### config.mk
export PLATFORM = sky130hd
export DESIGN_NAME = rv32_instruction_encoder
export DESIGN_NICKNAME = d
export VERILOG_FILES = /design/src/rtl/rv32_isa_pkg.sv /design/src/rtl/rv32_imm_packer.sv /design/src/rtl/rv32_instruction_encoder.sv
export SDC_FILE = /design/constraint.sdc
export NUM_CORES = 1
export LEC_CHECK = 0
export BUFFER_PORTS_ARGS = -buffer_cell sky130_fd_sc_hd__buf_2
export CORE_MARGIN = 3
export CORE_UTILIZATION = 54
export DETAILED_ROUTE_END_ITERATION = 10
export PLACE_DENSITY = 0.8
export SETUP_SLACK_MARGIN = 0.1
export SLEW_MARGIN = 10
export SYNTH_ARGS = -nofsm -noshare
export SYNTH_HDL_FRONTEND = slang
export SYNTH_SLANG_ARGS = --single-unit
export TNS_END_PERCENT = 50
### constraint.sdc
create_clock -name clk -period 2.85 [get_ports clk]
set_input_delay 0.285 -clock clk [delete_from_list [all_inputs] [get_ports clk]]
set_output_delay 0.285 -clock clk [all_outputs]
set_load 0.01 [all_outputs]
### src/rtl/rv32_isa_pkg.sv
// rtl/rv32_isa_pkg.sv - RV32I opcodes, funct fields, instruction ids and id lookup
package rv32_isa_pkg;

    localparam logic [6:0] OPC_LUI    = 7'b0110111;
    localparam logic [6:0] OPC_AUIPC  = 7'b0010111;
    localparam logic [6:0] OPC_JAL    = 7'b1101111;
    localparam logic [6:0] OPC_JALR   = 7'b1100111;
    localparam logic [6:0] OPC_BRANCH = 7'b1100011;
    localparam logic [6:0] OPC_LOAD   = 7'b0000011;
    localparam logic [6:0] OPC_STORE  = 7'b0100011;
    localparam logic [6:0] OPC_OP_IMM = 7'b0010011;
    localparam logic [6:0] OPC_OP     = 7'b0110011;

    localparam logic [2:0] F3_BEQ  = 3'b000;
    localparam logic [2:0] F3_BNE  = 3'b001;
    localparam logic [2:0] F3_BLT  = 3'b100;
    localparam logic [2:0] F3_BGE  = 3'b101;
    localparam logic [2:0] F3_BLTU = 3'b110;
    localparam logic [2:0] F3_BGEU = 3'b111;

    localparam logic [2:0] F3_B    = 3'b000;
    localparam logic [2:0] F3_H    = 3'b001;
    localparam logic [2:0] F3_W    = 3'b010;
    localparam logic [2:0] F3_BU   = 3'b100;
    localparam logic [2:0] F3_HU   = 3'b101;

    localparam logic [2:0] F3_ADD  = 3'b000;
    localparam logic [2:0] F3_SLL  = 3'b001;
    localparam logic [2:0] F3_SLT  = 3'b010;
    localparam logic [2:0] F3_SLTU = 3'b011;
    localparam logic [2:0] F3_XOR  = 3'b100;
    localparam logic [2:0] F3_SR   = 3'b101;
    localparam logic [2:0] F3_OR   = 3'b110;
    localparam logic [2:0] F3_AND  = 3'b111;

    localparam logic [6:0] F7_BASE = 7'b0000000;
    localparam logic [6:0] F7_ALT  = 7'b0100000;

    localparam logic [5:0] ID_BEQ   = 6'd0;
    localparam logic [5:0] ID_BGE   = 6'd1;
    localparam logic [5:0] ID_BGEU  = 6'd2;
    localparam logic [5:0] ID_BLT   = 6'd3;
    localparam logic [5:0] ID_BLTU  = 6'd4;
    localparam logic [5:0] ID_BNE   = 6'd5;
    localparam logic [5:0] ID_LUI   = 6'd6;
    localparam logic [5:0] ID_AUIPC = 6'd7;
    localparam logic [5:0] ID_JAL   = 6'd8;
    localparam logic [5:0] ID_JALR  = 6'd9;
    localparam logic [5:0] ID_LB    = 6'd10;
    localparam logic [5:0] ID_LH    = 6'd11;
    localparam logic [5:0] ID_LW    = 6'd12;
    localparam logic [5:0] ID_LBU   = 6'd13;
    localparam logic [5:0] ID_LHU   = 6'd14;
    localparam logic [5:0] ID_SB    = 6'd15;
    localparam logic [5:0] ID_SH    = 6'd16;
    localparam logic [5:0] ID_SW    = 6'd17;
    localparam logic [5:0] ID_ADDI  = 6'd18;
    localparam logic [5:0] ID_SLTI  = 6'd19;
    localparam logic [5:0] ID_SLTIU = 6'd20;
    localparam logic [5:0] ID_XORI  = 6'd21;
    localparam logic [5:0] ID_ORI   = 6'd22;
    localparam logic [5:0] ID_ANDI  = 6'd23;
    localparam logic [5:0] ID_SLLI  = 6'd24;
    localparam logic [5:0] ID_SRLI  = 6'd25;
    localparam logic [5:0] ID_SRAI  = 6'd26;
    localparam logic [5:0] ID_ADD   = 6'd27;
    localparam logic [5:0] ID_SUB   = 6'd28;
    localparam logic [5:0] ID_SLL   = 6'd29;
    localparam logic [5:0] ID_SLT   = 6'd30;
    localparam logic [5:0] ID_SLTU  = 6'd31;
    localparam logic [5:0] ID_XOR   = 6'd32;
    localparam logic [5:0] ID_SRL   = 6'd33;
    localparam logic [5:0] ID_SRA   = 6'd34;
    localparam logic [5:0] ID_OR    = 6'd35;
    localparam logic [5:0] ID_AND   = 6'd36;

    typedef enum logic [2:0] {
        FMT_R,
        FMT_I,
        FMT_I_SHIFT,
        FMT_S,
        FMT_B,
        FMT_U,
        FMT_J
    } fmt_e;

    typedef struct packed {
        logic       valid;
        fmt_e       fmt;
        logic [6:0] opcode;
        logic [2:0] funct3;
        logic [6:0] funct7;
    } inst_info_t;

    function automatic inst_info_t mk_info(input fmt_e fmt, input logic [6:0] opcode,
                                           input logic [2:0] funct3, input logic [6:0] funct7);
        inst_info_t info;
        info.valid  = 1'b1;
        info.fmt    = fmt;
        info.opcode = opcode;
        info.funct3 = funct3;
        info.funct7 = funct7;
        return info;
    endfunction

    // Maps an instruction id to its format and fixed encoding fields; ids past AND are invalid.
    function automatic inst_info_t id_lookup(input logic [5:0] id);
        inst_info_t info;
        info = mk_info(FMT_R, OPC_OP, F3_ADD, F7_BASE);
        case (id)
            ID_BEQ:   info = mk_info(FMT_B, OPC_BRANCH, F3_BEQ, F7_BASE);
            ID_BGE:   info = mk_info(FMT_B, OPC_BRANCH, F3_BGE, F7_BASE);
            ID_BGEU:  info = mk_info(FMT_B, OPC_BRANCH, F3_BGEU, F7_BASE);
            ID_BLT:   info = mk_info(FMT_B, OPC_BRANCH, F3_BLT, F7_BASE);
            ID_BLTU:  info = mk_info(FMT_B, OPC_BRANCH, F3_BLTU, F7_BASE);
            ID_BNE:   info = mk_info(FMT_B, OPC_BRANCH, F3_BNE, F7_BASE);
            ID_LUI:   info = mk_info(FMT_U, OPC_LUI, 3'b000, F7_BASE);
            ID_AUIPC: info = mk_info(FMT_U, OPC_AUIPC, 3'b000, F7_BASE);
            ID_JAL:   info = mk_info(FMT_J, OPC_JAL, 3'b000, F7_BASE);
            ID_JALR:  info = mk_info(FMT_I, OPC_JALR, 3'b000, F7_BASE);
            ID_LB:    info = mk_info(FMT_I, OPC_LOAD, F3_B, F7_BASE);
            ID_LH:    info = mk_info(FMT_I, OPC_LOAD, F3_H, F7_BASE);
            ID_LW:    info = mk_info(FMT_I, OPC_LOAD, F3_W, F7_BASE);
            ID_LBU:   info = mk_info(FMT_I, OPC_LOAD, F3_BU, F7_BASE);
            ID_LHU:   info = mk_info(FMT_I, OPC_LOAD, F3_HU, F7_BASE);
            ID_SB:    info = mk_info(FMT_S, OPC_STORE, F3_B, F7_BASE);
            ID_SH:    info = mk_info(FMT_S, OPC_STORE, F3_H, F7_BASE);
            ID_SW:    info = mk_info(FMT_S, OPC_STORE, F3_W, F7_BASE);
            ID_ADDI:  info = mk_info(FMT_I, OPC_OP_IMM, F3_ADD, F7_BASE);
            ID_SLTI:  info = mk_info(FMT_I, OPC_OP_IMM, F3_SLT, F7_BASE);
            ID_SLTIU: info = mk_info(FMT_I, OPC_OP_IMM, F3_SLTU, F7_BASE);
            ID_XORI:  info = mk_info(FMT_I, OPC_OP_IMM, F3_XOR, F7_BASE);
            ID_ORI:   info = mk_info(FMT_I, OPC_OP_IMM, F3_OR, F7_BASE);
            ID_ANDI:  info = mk_info(FMT_I, OPC_OP_IMM, F3_AND, F7_BASE);
            ID_SLLI:  info = mk_info(FMT_I_SHIFT, OPC_OP_IMM, F3_SLL, F7_BASE);
            ID_SRLI:  info = mk_info(FMT_I_SHIFT, OPC_OP_IMM, F3_SR, F7_BASE);
            ID_SRAI:  info = mk_info(FMT_I_SHIFT, OPC_OP_IMM, F3_SR, F7_ALT);
            ID_ADD:   info = mk_info(FMT_R, OPC_OP, F3_ADD, F7_BASE);
            ID_SUB:   info = mk_info(FMT_R, OPC_OP, F3_ADD, F7_ALT);
            ID_SLL:   info = mk_info(FMT_R, OPC_OP, F3_SLL, F7_BASE);
            ID_SLT:   info = mk_info(FMT_R, OPC_OP, F3_SLT, F7_BASE);
            ID_SLTU:  info = mk_info(FMT_R, OPC_OP, F3_SLTU, F7_BASE);
            ID_XOR:   info = mk_info(FMT_R, OPC_OP, F3_XOR, F7_BASE);
            ID_SRL:   info = mk_info(FMT_R, OPC_OP, F3_SR, F7_BASE);
            ID_SRA:   info = mk_info(FMT_R, OPC_OP, F3_SR, F7_ALT);
            ID_OR:    info = mk_info(FMT_R, OPC_OP, F3_OR, F7_BASE);
            ID_AND:   info = mk_info(FMT_R, OPC_OP, F3_AND, F7_BASE);
            default:  info.valid = 1'b0;
        endcase
        return info;
    endfunction

endpackage

### src/rtl/rv32_imm_packer.sv
// rtl/rv32_imm_packer.sv - assembles an RV32I word from format, fields and immediate
module rv32_imm_packer
    import rv32_isa_pkg::*;
(
    input  logic [2:0]  fmt,
    input  logic [6:0]  opcode,
    input  logic [2:0]  funct3,
    input  logic [6:0]  funct7,
    input  logic [4:0]  rd,
    input  logic [4:0]  rs1,
    input  logic [4:0]  rs2,
    input  logic [31:0] imm,
    output logic [31:0] word,
    output logic        ok
);

    // Range checks: the immediate must be the sign extension of its top encodable bit.
    logic fits_12;
    logic fits_13_even;
    logic fits_21_even;
    assign fits_12      = (imm[31:11] == {21{imm[11]}});
    assign fits_13_even = (imm[31:12] == {20{imm[12]}}) && !imm[0];
    assign fits_21_even = (imm[31:20] == {12{imm[20]}}) && !imm[0];

    // Field placement per format; fields a format does not use stay zero.
    always_comb begin
        word = 32'h0000_0000;
        ok   = 1'b0;
        case (fmt_e'(fmt))
            FMT_R: begin
                word = {funct7, rs2, rs1, funct3, rd, opcode};
                ok   = 1'b1;
            end
            FMT_I: begin
                word = {imm[11:0], rs1, funct3, rd, opcode};
                ok   = fits_12;
            end
            FMT_I_SHIFT: begin
                word = {funct7, imm[4:0], rs1, funct3, rd, opcode};
                ok   = (imm[31:5] == 27'd0);
            end
            FMT_S: begin
                word = {imm[11:5], rs2, rs1, funct3, imm[4:0], opcode};
                ok   = fits_12;
            end
            FMT_B: begin
                word = {imm[12], imm[10:5], rs2, rs1, funct3, imm[4:1], imm[11], opcode};
                ok   = fits_13_even;
            end
            FMT_U: begin
                word = {imm[31:12], rd, opcode};
                ok   = (imm[11:0] == 12'd0);
            end
            FMT_J: begin
                word = {imm[20], imm[10:1], imm[11], imm[19:12], rd, opcode};
                ok   = fits_21_even;
            end
            default: begin
                word = 32'h0000_0000;
                ok   = 1'b0;
            end
        endcase
    end

endmodule

### src/rtl/rv32_instruction_encoder.sv
// rtl/rv32_instruction_encoder.sv - two-stage RV32I encoder emitting words with sequential imem addresses
module rv32_instruction_encoder
    import rv32_isa_pkg::*;
#(
    parameter int ADDR_W    = 12,
    parameter int BASE_ADDR = 0,
    parameter int DEPTH     = 1024,
    parameter int ERR_W     = 8
) (
    input  logic              clk,
    input  logic              rst,
    input  logic              en,
    input  logic              req_valid,
    output logic              req_ready,
    input  logic [5:0]        inst_id,
    input  logic [4:0]        rd,
    input  logic [4:0]        rs1,
    input  logic [4:0]        rs2,
    input  logic [31:0]       imm,
    output logic              out_valid,
    input  logic              out_ready,
    output logic [31:0]       instruction_code,
    output logic [ADDR_W-1:0] out_addr,
    output logic              invalid_request,
    output logic [ERR_W-1:0]  err_count
);

    localparam logic [ADDR_W-1:0] ADDR_FIRST = ADDR_W'(BASE_ADDR);
    localparam logic [ADDR_W-1:0] ADDR_LAST  = ADDR_W'(BASE_ADDR + 4 * (DEPTH - 1));

    logic        s1_valid;
    logic [5:0]  s1_id;
    logic [4:0]  s1_rd;
    logic [4:0]  s1_rs1;
    logic [4:0]  s1_rs2;
    logic [31:0] s1_imm;

    inst_info_t  s1_info;
    logic [31:0] s1_word;
    logic        s1_fmt_ok;
    logic        s1_ok;

    logic        s2_adv;
    logic        s1_adv;
    logic        accept;

    assign s2_adv    = !out_valid || out_ready;
    assign s1_adv    = s1_valid && s2_adv;
    assign req_ready = !rst && en && (!s1_valid || s2_adv);
    assign accept    = req_valid && req_ready;

    assign s1_info = id_lookup(s1_id);
    assign s1_ok   = s1_info.valid && s1_fmt_ok;

    rv32_imm_packer u_packer (
        .fmt    (s1_info.fmt),
        .opcode (s1_info.opcode),
        .funct3 (s1_info.funct3),
        .funct7 (s1_info.funct7),
        .rd     (s1_rd),
        .rs1    (s1_rs1),
        .rs2    (s1_rs2),
        .imm    (s1_imm),
        .word   (s1_word),
        .ok     (s1_fmt_ok)
    );

    // Request stage: capture the raw request; it leaves when the output stage can take it.
    always_ff @(posedge clk) begin
        if (rst) begin
            s1_valid <= 1'b0;
            s1_id    <= 6'd0;
            s1_rd    <= 5'd0;
            s1_rs1   <= 5'd0;
            s1_rs2   <= 5'd0;
            s1_imm   <= 32'd0;
        end else if (accept) begin
            s1_valid <= 1'b1;
            s1_id    <= inst_id;
            s1_rd    <= rd;
            s1_rs1   <= rs1;
            s1_rs2   <= rs2;
            s1_imm   <= imm;
        end else if (s1_adv) begin
            s1_valid <= 1'b0;
        end
    end

    // Output stage: only well-formed words load; invalid ones vanish and the slot drains.
    always_ff @(posedge clk) begin
        if (rst) begin
            out_valid        <= 1'b0;
            instruction_code <= 32'd0;
        end else if (s1_adv && s1_ok) begin
            out_valid        <= 1'b1;
            instruction_code <= s1_word;
        end else if (out_ready) begin
            out_valid        <= 1'b0;
        end
    end

    // Drop reporting: one-cycle pulse and a saturating counter of discarded requests.
    always_ff @(posedge clk) begin
        if (rst) begin
            invalid_request <= 1'b0;
            err_count       <= '0;
        end else begin
            invalid_request <= s1_adv && !s1_ok;
            if (s1_adv && !s1_ok && (err_count != {ERR_W{1'b1}})) begin
                err_count <= err_count + ERR_W'(1);
            end
        end
    end

    // Write address: steps per delivered word and wraps after the last slot of the region.
    always_ff @(posedge clk) begin
        if (rst) begin
            out_addr <= ADDR_FIRST;
        end else if (out_valid && out_ready) begin
            if (out_addr == ADDR_LAST) begin
                out_addr <= ADDR_FIRST;
            end else begin
                out_addr <= out_addr + ADDR_W'(4);
            end
        end
    end

endmodule
==> results of run 1 <==
[repair_timing]
item / in CTS / in global routing
endpoints found under the setup margin: 30 / 36
hold buffers: 0 / 0
pin swaps: 1 / 11
cloned: 2 / 1
setup buffers: 1 / 4
resized for setup: 3 / 22
[state kept, by name, indices dropped and copies added, names as in the netlist, 5 cells and up]
register and flops:
s1_imm 32, instruction_code 31, out_addr 10, err_count 8, s1_id 6, s1_rd 5, s1_rs1 5, s1_rs2 5
[logic make-up (layout without fill, tap and decap cells)]
kind of cell,Yosys count,in the layout
XOR/XNOR,12,12
flip-flops,105,105
adder cells (fa/ha/maj),5,5
multiplexers,12,12
AO/OA/AOI/OAI,117,117
other,1,2
AND/OR/NAND/NOR,302,302
buffers and inverters,59,166
[routing by layer]
metal	part of all wire, %	up-vias	global-route usage (%)	wire length, um
li1	-	2387	-	-
met1	42	2342	37.9	6170
met2	46	257	43.5	6770
met3	8.0	42	4.15	1170
met4	3.2	0	10.9	459
met5	0	-	0	0
[metrics by stage]
stage	hold slack [ns]	cells	util, %
2_1_floorplan	0.384	614	-
3_3_place_gp	0.443	805	63.7
3_5_place_dp	0.449	805	63.7
4_1_cts	0.0856	824	67.0
5_1_grt	0.0920	829	68.3
6_report	0.0927	829	68.3
[layout by cell type, fill, tap and decap left out, types with 4 or more instances in the layout]
master and instances:
or2_2 4, mux2i_1 11, nand2_1 121, or4_1 8, nor4_1 5, a21oi_1 19
buf_2 110, buf_4 23, a311oi_1 10, xor2_1 11, nor3_1 12, dfxtp_1 99
nand3_1 59, and3_1 12, inv_1 6, clkbuf_8 9, o21ai_0 15, o211ai_1 5
nand4_1 6, a211oi_1 22, dfxtp_2 4, nor2_1 51, o31ai_1 12, a22oi_1 11
[worst max-delay path, cell delays in order, from the launching register on]
cell      delay, ns
dfxtp_4        0.39
a2111o_1       0.40
or3_4          0.34
a211o_1        0.31
and4_4         0.21
a221oi_4       0.36
buf_6          0.17
buf_12         0.13
nor2_1         0.06
a211oi_2       0.25
[layout make-up]
type,instances,area [sq um]
multi-input cells,450,2590
clock inverters,6,75.1
inverters,10,37.5
flip-flops and latches,105,2110
clock buffers,10,128
fillers,726,2760
repair buffers,140,876
well taps,108,135
[worst max path at each step]
stage | to | slack [ns]
floorplan | err_count[6] | 0.21
global placement | instruction_code[3] | 0.14
detailed placement | instruction_code[2] | 0.02
CTS | instruction_code[23] | 0.10
global route | instruction_code[3] | 0.07
finish | instruction_code[11] | 0.14
[report_power, final]
| part | internal, W | leakage [nW] | switching [W] | total (W) |
|---|---|---|---|---|
| Sequential | 0.00152 | 0.857 | 0.0000580 | 0.00158 |
| Clock | 0.000420 | 0.0990 | 0.000550 | 0.000970 |
| Combinational | 0.000190 | 1.69 | 0.000250 | 0.000441 |
==> results.ini, run 1 <==
[global_route]
grt_pass1_wl_mm=22.7
antenna_found_initial=0
grt_max_degree=61
grt_util_all_layers_pct=27.6
grt_overflow=0
grt_pass1_vias=4619

[critical_path]
reg2reg_depth=9
path_max_fanout=8
cp.required_ns=3.13
r2r_slack_ns=0.14
cp-startpoint=s1_id[1]
crit_type=reg -> reg
r2r-start=s1_id[1]
cp-end-kind=register
reg2reg_to=instruction_code[11]
worstPathArrival_ns=2.99
critPathLaunchType=register

[placed_design]
place_ws_ns=0.0242
gp_congestion=0.930
place_area_sq_um=5560
port_buffers=110
hpwl_mm=9.52

[synth]
ys_seq_elements=105
netlist_area_sq_um=4870
async_reset_ff_share_pct=0
synth_xor_area_share_pct=2.16
synth_top_family_by_area=simple AND/OR/NAND/NOR gates
synth_fa_ha_area_share_pct=1.23
synthMuxAreaShare_pct=2.49
syn_area_per_cell_sq_um=7.94
ys_warn_count=0
synthTopCellsByCount=nand2_1 (121), dfxtp_1 (105), nand3_1 (59), nor2_1 (51), clkbuf_1 (38)
synthTopCellsByArea=dfxtp_1 (43%), nand2_1 (9.3%), nand3_1 (6.1%), nor2_1 (3.9%), a211oi_1 (3.7%)
yosysTopAreaCell=dfxtp_1
synth-compound-area-share_pct=17.1
synth_edf_count=0
netlist_instances=613
synth_top_flop_cell=dfxtp_1
synth_most_common_cell=nand2_1
synth-simple-area-share_pct=28.8
ys_types=55
ys_seq_area_share_pct=43.2
synth_top_area_share_pct=43.2

[pwr]
total_power_w=0.00299
max-vdd-ir-drop_uv=335
leakagePower_nw=2.65
p_per_area_nw_per_um2=502

[hold_path]
hold_path_depth=3
hold_end=s1_imm[25]
hold_class=in -> reg
hold_path.startpoint=imm[25]

[final_layout]
drive_above_1_share_pct=25.2
diodes=0
nNetsFinal=778
syn_to_final_growth_pct=22.4
final_area_sq_um=5960

[floorplanning]
die-area_sq_um=10200
core_sq_um=8720
dieWidth_um=101
start_util_pct=55.8
die_y_um=101
rows=34
pin_count=113

[timing]
finalCriticalPeriod_ns=2.71
max_slew.worst_pin.slew_ns=1.12
skew_ns=0.0168
finalSetupViolations=0
rsz0062_at_grt=no
fin_ws_ns=0.137
drv_slew=0
finalCritPeriodShare_pct=95.2
setup_tns_ns=0
fmax_ghz=0.369
hold_viol=0
max_slew_margin_pct=25.6

[clock_tree]
path_clk_slew_ns=0.11
cts-htree-levels=3
cts_sinks=105
ctsRootBufferMaster=clkbuf_8
cts_tree=yes
numCtsBuffers=9
cts_buffer_depth=2
clkLatencyLatePin_ns=0.37

[route]
routed_wl_mm=14.6
drcViolationCount=0
viasPerCell=6.07
vias=5028
initialDrtViolationCount=482
firstDrtPassIters=7
wl_per_cell_um=17.6
detail-route-antenna-nets=0

[flow_run]
drv_cap=0

[status]
status=completed

Power figures use the tool's default switching activity.
==> run 2, diff against run 1 <==
--- a/config.mk
+++ b/config.mk
@@ -7,12 +7,13 @@
 export LEC_CHECK = 0
 export BUFFER_PORTS_ARGS = -buffer_cell sky130_fd_sc_hd__buf_2
 export CORE_MARGIN = 3
-export CORE_UTILIZATION = 54
+export CORE_UTILIZATION = 55
 export DETAILED_ROUTE_END_ITERATION = 10
 export PLACE_DENSITY = 0.8
 export SETUP_SLACK_MARGIN = 0.1
 export SLEW_MARGIN = 10
 export SYNTH_ARGS = -nofsm -noshare
 export SYNTH_HDL_FRONTEND = slang
+export SYNTH_HIERARCHICAL = 1
 export SYNTH_SLANG_ARGS = --single-unit
 export TNS_END_PERCENT = 50
==> run 2 against run 1 <==
  * Clock power is 11% lower
  * The flow now finishes with violations (setup timing)
  * Critical path depth is 3 higher
  * Global-route usage is 3.1 points lower
  * Synthesized cell count is 18% higher
  * Largest power group unchanged
  * Wire length is 2.4% lower
  * Critical path type unchanged
  * Worst setup slack worse by 0.15 ns
  * Final area is 13% higher
  * Clock-buffer cell count is 1 higher
  * Hold slack better by 0.063 ns
==> results.ini, run 2 <==
[route]
firstDrtPassIters=5
detail-route-antenna-nets=0
drcViolationCount=0
viasPerCell=5.61
routed_wl_mm=14.2
vias=5433
dr_wl_met2_mm=6.70
initialDrtViolationCount=507
dr_wl_met3_um=908
wl_per_cell_um=14.7
top_layer=met4
wl_met1_mm=6.41

[clock_tree]
numCtsBuffers=9
cts_tree=yes
cts_buffer_depth=2
path_clk_slew_ns=0.10
cts-htree-levels=3
ctsRootBufferMaster=clkbuf_8
cts_sinks=106
clkLatencyLatePin_ns=0.37
cts_hold_buf=0

[placed_design]
gp_congestion=0.912
hpwl_mm=9.89
dp_cells=944
port_buffers=110

[final_layout]
num-fill-cells=844
syn_to_final_growth_pct=19.6
largestRegisters=instruction_code: 32 flops, s1_imm: 32 flops, out_addr: 10 flops
fin_cells=968
nNetsFinal=892
layout_common_cells=buf_2 (110), dfxtp_1 (102), nand2_1 (80)
final_common_cell=buf_2
diodes=0
drive_above_1_share_pct=24.0

[floorplanning]
die_y_um=107
die-area_sq_um=11500
rows=36
start_util_pct=57.1
pin_count=113
dieWidth_um=107
core_sq_um=9860

[critical_path]
critPathLaunchType=register
reg2reg_depth=12
cp-end-kind=register
critPathSlowestCell=dfxtp_1
crit_type=reg -> reg
critPathBufInv=2
cp.required_ns=3.12
worstPathArrival_ns=3.13
cp_common_cell=buf_4
cp_slowest_stage_delay_ns=0.51
r2r_slack_ns=-0.01
path_max_fanout=7
path_cells=o21ai_1 -> a21oi_2 -> o211a_2 -> nor3b_4 -> buf_4 -> a32o_1 -> a22oi_1 -> o211ai_1 -> buf_4 -> a211oi_2 -> nor2b_1 -> mux2_2
cp_top_family=compound AO/OA/AOI/OAI gates
cp.depth=12

[synth]
yosysTopAreaCell=dfxtp_1
ys_types=62
netlist_instances=721
synth_most_common_cell=dfxtp_1
synthTopCellsByCount=dfxtp_1 (106), nand2_1 (81), o21ai_0 (66), inv_1 (58), a21oi_1 (57)
async_reset_ff_share_pct=0
ys_seq_elements=106
synth_top_flop_cell=dfxtp_1
ys_warn_count=6
synthTopCellsByArea=dfxtp_1 (38%), nand3b_1 (7.3%), o21ai_0 (5.9%), nand2_1 (5.4%), a21oi_1 (5.1%)
netlist_area_sq_um=5630
ys_seq_area_share_pct=37.7
syn_area_per_cell_sq_um=7.81
synth_top_area_share_pct=37.7
synth_edf_count=0

[pwr]
leakagePower_nw=2.86
max-vdd-ir-drop_uv=271
p_per_area_nw_per_um2=445

[timing]
skew_ns=0.0129
fin_ws_ns=-0.0105
max_slew_margin_pct=42.6
rsz0062_at_grt=yes
finalCriticalPeriod_ns=2.86
drv_slew=0
max_slew.worst_pin.slew_ns=0.862
finalSetupViolations=1
hold_viol=0
fmax_ghz=0.350
setup_tns_ns=-0.0105
finalCritPeriodShare_pct=100

[global_route]
grt_pass1_vias=4825
grt_max_degree=108
grt_overflow=0
antenna_found_initial=0
grt_util_all_layers_pct=24.5
grt_pass1_wl_mm=23.0

[hold_path]
hold_class=in -> reg
hold_path_depth=3

[status]
status=finished with violations
violations=setup timing

[flow_run]
drv_cap=0

## run 2: cell types whose count changed after synthesis, sizes merged, moves of 37 or more
cell,change
o21ai,+54
nand2,-40
nand3,-47
inv,+50
a21oi,+37
nand3b,+52
## run 2: cell type report
type / instances / area [sq um] / area share (%)
sequential: 106 / 2130 / 31.6
inverter: 58 / 218 / 3.23
clock buffer: 11 / 141 / 2.10
timing repair buffer: 149 / 887 / 13.2
multi-input combinational: 506 / 3160 / 46.9
clock inverter: 5 / 37.5 / 0.557
tap: 133 / 166 / 2.47
## run 2: worst reg2reg max path: cells and delay by family (launching register included)
kind                   cells  cell delay [ns]
multiplexers               1             0.35
AND/OR/NAND/NOR            2             0.26
flip-flops                 1             0.51
buffers and inverters      2             0.34
AO/OA/AOI/OAI              7             1.32
## run 2: path summary, 6_finish.rpt
| check | from | endpoint |
|---|---|---|
| max | s1_id[2] | err_count[7] |
| min | imm[17] | s1_imm[17] |
| max reg2reg | s1_id[2] | err_count[7] |
| min reg2reg | instruction_code[4] | instruction_code[4] |
## run 2: cells by family after synthesis
logic type | share of synthesized area (%)
fa+ha+maj | 0.889
xor+xnor | 2.18
mux | 2.91
compound gates | 21.6
flops | 37.7
buf+inv | 8.60
other cells | 0.133
simple gates | 26.0
## run 2: stage by stage
stage	total power, W	util, %	setup slack, ns	hold slack, ns	instance area (sq um)
6_report	0.00300	68.3	-0.0105	0.156	6740
5_1_grt	0.00314	68.3	-0.0686	0.148	6740
4_1_cts	0.00297	67.0	0.101	0.142	6610
3_5_place_dp	0.00211	64.9	-0.0439	0.444	6400
3_3_place_gp	0.00210	64.9	-0.0122	0.443	6400
2_1_floorplan	0.00197	-	0.0728	0.432	5750
## run 2: power by group
group	total [W]	leakage (nW)	switching, W	internal, W
clock	0.000863	0.0916	0.000514	0.000349
sequential	0.00159	0.863	0.0000598	0.00153
combinational	0.000546	1.91	0.000298	0.000248
## run 2: repair_timing
action,in CTS,in global routing
pin swaps,2,9
setup buffers,2,6
setup endpoints to repair,41,42
resized for setup,4,22
## run 2: per-layer routing
| layer | global-route usage, % | up-vias |
|---|---|---|
| met4 | 7.95 | 0 |
| met3 | 4.76 | 21 |
| met5 | 0 | - |
| li1 | - | 2705 |
| met1 | 33.3 | 2528 |
| met2 | 39.1 | 179 |
==> run 3, diff against run 2 <==
--- a/config.mk
+++ b/config.mk
@@ -5,11 +5,11 @@
 export SDC_FILE = /design/constraint.sdc
 export NUM_CORES = 1
 export LEC_CHECK = 0
-export BUFFER_PORTS_ARGS = -buffer_cell sky130_fd_sc_hd__buf_2
+export BUFFER_PORTS_ARGS = -buffer_cell sky130_fd_sc_hd__buf_4
 export CORE_MARGIN = 3
-export CORE_UTILIZATION = 55
+export CORE_UTILIZATION = 50
 export DETAILED_ROUTE_END_ITERATION = 10
-export PLACE_DENSITY = 0.8
+export PLACE_DENSITY = 0.76
 export SETUP_SLACK_MARGIN = 0.1
 export SLEW_MARGIN = 10
 export SYNTH_ARGS = -nofsm -noshare
==> constraint.sdc (replaced) <==
create_clock -name clk -period 2.4 [get_ports clk]
set_input_delay 0.24 -clock clk [delete_from_list [all_inputs] [get_ports clk]]
set_output_delay 0.24 -clock clk [all_outputs]
set_load 0.01 [all_outputs]
==> run 3 against run 2 <==
  * The flow still finishes with violations (setup timing)
  * Register-to-register slack worse by 0.45 ns
  * Critical path depth stayed put
  * Via count is 2.5% higher
  * Final cell count is 2.6% higher
  * Die area is 9.4% higher
  * Sequential share of layout area is 3.4 points lower
  * First-iteration DRC count is 15% lower
  * Largest power group unchanged
  * Highest routed layer unchanged
==> results.ini, run 3 (same netlist as run 2, synthesis figures left out) <==
[critical_path]
cp_slowest_stage_delay_ns=0.34
path_max_fanout=23
critPathLaunchType=register
worstPathArrival_ns=3.11
r2r_slack_ns=-0.46
critPathSlowestCell=dfxtp_2
crit_type=reg -> reg
reg2reg_to=err_count[4]
cp-end-kind=register
cp.required_ns=2.65
cp-startpoint=s1_id[0]
path_cells=or2_4 -> o21a_1 -> nor3_4 -> buf_6 -> buf_12 -> nor3_1 -> a31oi_1 -> o211ai_1 -> buf_4 -> a211oi_4 -> nand4_1 -> mux2_4
r2r-start=s1_id[0]
reg2reg_depth=12

[hold_path]
hold_path.startpoint=imm[17]
hold_class=in -> reg
hold_end=s1_imm[17]
hold_path_depth=3

[pwr]
p_comb_share_pct=17.6
pwr-share-seq_pct=44.4
clkPwrFrac_pct=38.1
swShare_pct=26.4
max-vdd-ir-drop_uv=571
leakagePower_nw=3.14
internal-power_w=0.00312
p_sw_w=0.00112
p_per_area_nw_per_um2=562
total_power_w=0.00424

[placed_design]
place_ws_ns=-0.428
port_buffers=110
gp_congestion=0.840
place_area_sq_um=6800
hpwl_mm=10.9

[timing]
finalSetupViolations=42
fin_ws_ns=-0.457
max_slew.worst_pin.slew_ns=0.724
finalCriticalPeriod_ns=2.86
setup_tns_ns=-15.68
fmax_ghz=0.350
max_slew_margin_pct=51.7
skew_ns=0.00436
drv_slew=0
hold_viol=0
rsz0062_at_grt=yes
finalCritPeriodShare_pct=119

[route]
viasPerCell=5.61
wl_per_cell_um=15.9
vias=5571
detail-route-antenna-nets=0
firstDrtPassIters=5
initialDrtViolationCount=433
drcViolationCount=0
routed_wl_mm=15.8

[global_route]
grt_util_all_layers_pct=24.3
grt_pass1_vias=5209
grt_max_degree=108
use_met3_pct=4.15
met2_usage_pct=39.1
grt_pass1_wl_mm=25.3
busiest_layer=met2
use_met1_pct=33.1
grt_overflow=0
antenna_found_initial=0

[floorplanning]
pin_count=113
die-area_sq_um=12600
dieWidth_um=112
start_util_pct=51.5
die_y_um=112
rows=38
core_sq_um=10900

[final_layout]
nNetsFinal=910
final_common_cell=buf_4
largestRegisters=instruction_code: 32 flops, s1_imm: 32 flops, out_addr: 10 flops
drive_above_1_share_pct=30.2
final_area_sq_um=7550
syn_to_final_growth_pct=34.0
utilization_pct=69.0
layout_common_cells=buf_4 (154), dfxtp_1 (103), o21ai_0 (64)
diodes=0

[clock_tree]
cts-htree-levels=3
cts_tree=yes
clkLatencyLatePin_ns=0.36
cts_hold_buf=0
cts_buffer_depth=2
ctsRootBufferMaster=clkbuf_16
cts_sinks=106
path_clk_slew_ns=0.07
numCtsBuffers=9

[status]
status=finished with violations
violations=setup timing

[flow_run]
drv_cap=0

## run 3: layout make-up
| cell class | count | area [sq um] |
|---|---|---|
| fillers | 909 | 3390 |
| inverters | 58 | 218 |
| multi-input cells | 506 | 3350 |
| repair buffers | 167 | 1360 |
| well taps | 140 | 175 |
| clock buffers | 12 | 246 |
| clock inverters | 4 | 75.1 |
| flip-flops and latches | 106 | 2130 |
## run 3: worst max-delay path by stage
stage,endpoint,cells past startpoint,slack [ns]
5_1_grt,err_count[4],13,-0.53
2_1_floorplan,err_count[4],13,-0.38
3_3_place_gp,err_count[4],11,-0.29
6_report,err_count[4],12,-0.46
4_1_cts,err_count[4],12,-0.36
3_5_place_dp,err_count[4],11,-0.43
## run 3: critical path: cells and delay by family, from the launching register on
family                 cells  cell delay (ns)
AOI/OAI and AO/OA          4             0.87
buffers and inverters      3             0.52
DFF                        1             0.34
muxes                      1             0.32
and+or+nand+nor            4             0.68
## run 3: per-stage QoR
stage | instances | hold slack [ns]
final | 993 | 0.134
after global routing | 993 | 0.142
after CTS | 986 | 0.131
after detailed placement | 966 | 0.449
after global placement | 966 | 0.444
after floorplan | 729 | 0.387
## run 3: what timing repair did
| action | 4_1_cts | 5_1_grt |
|---|---|---|
| gates resized for setup | 9 | 81 |
| pin swaps | 9 | 43 |
| buffers inserted | 4 | 5 |
| hold endpoints to repair | 0 | 0 |
| endpoints found under the setup margin | 42 | 42 |
| cloned | 0 | 2 |
## run 3: layer usage
layer  up-vias  wire length [um]
met1      2619              6970
met2       196              7580
met3        21               943
met4         0               268
met5         -                 0
li1       2735                 -
## run 3: power by group through the flow
stage / registers, W / logic (W) / clock network [W]
floorplan: 0.00190 / 0.000445 / 0
global placement: 0.00192 / 0.000646 / 0
detailed placement: 0.00192 / 0.000659 / 0
CTS: 0.00188 / 0.000682 / 0.00164
global route: 0.00189 / 0.000813 / 0.00171
finish: 0.00188 / 0.000745 / 0.00161
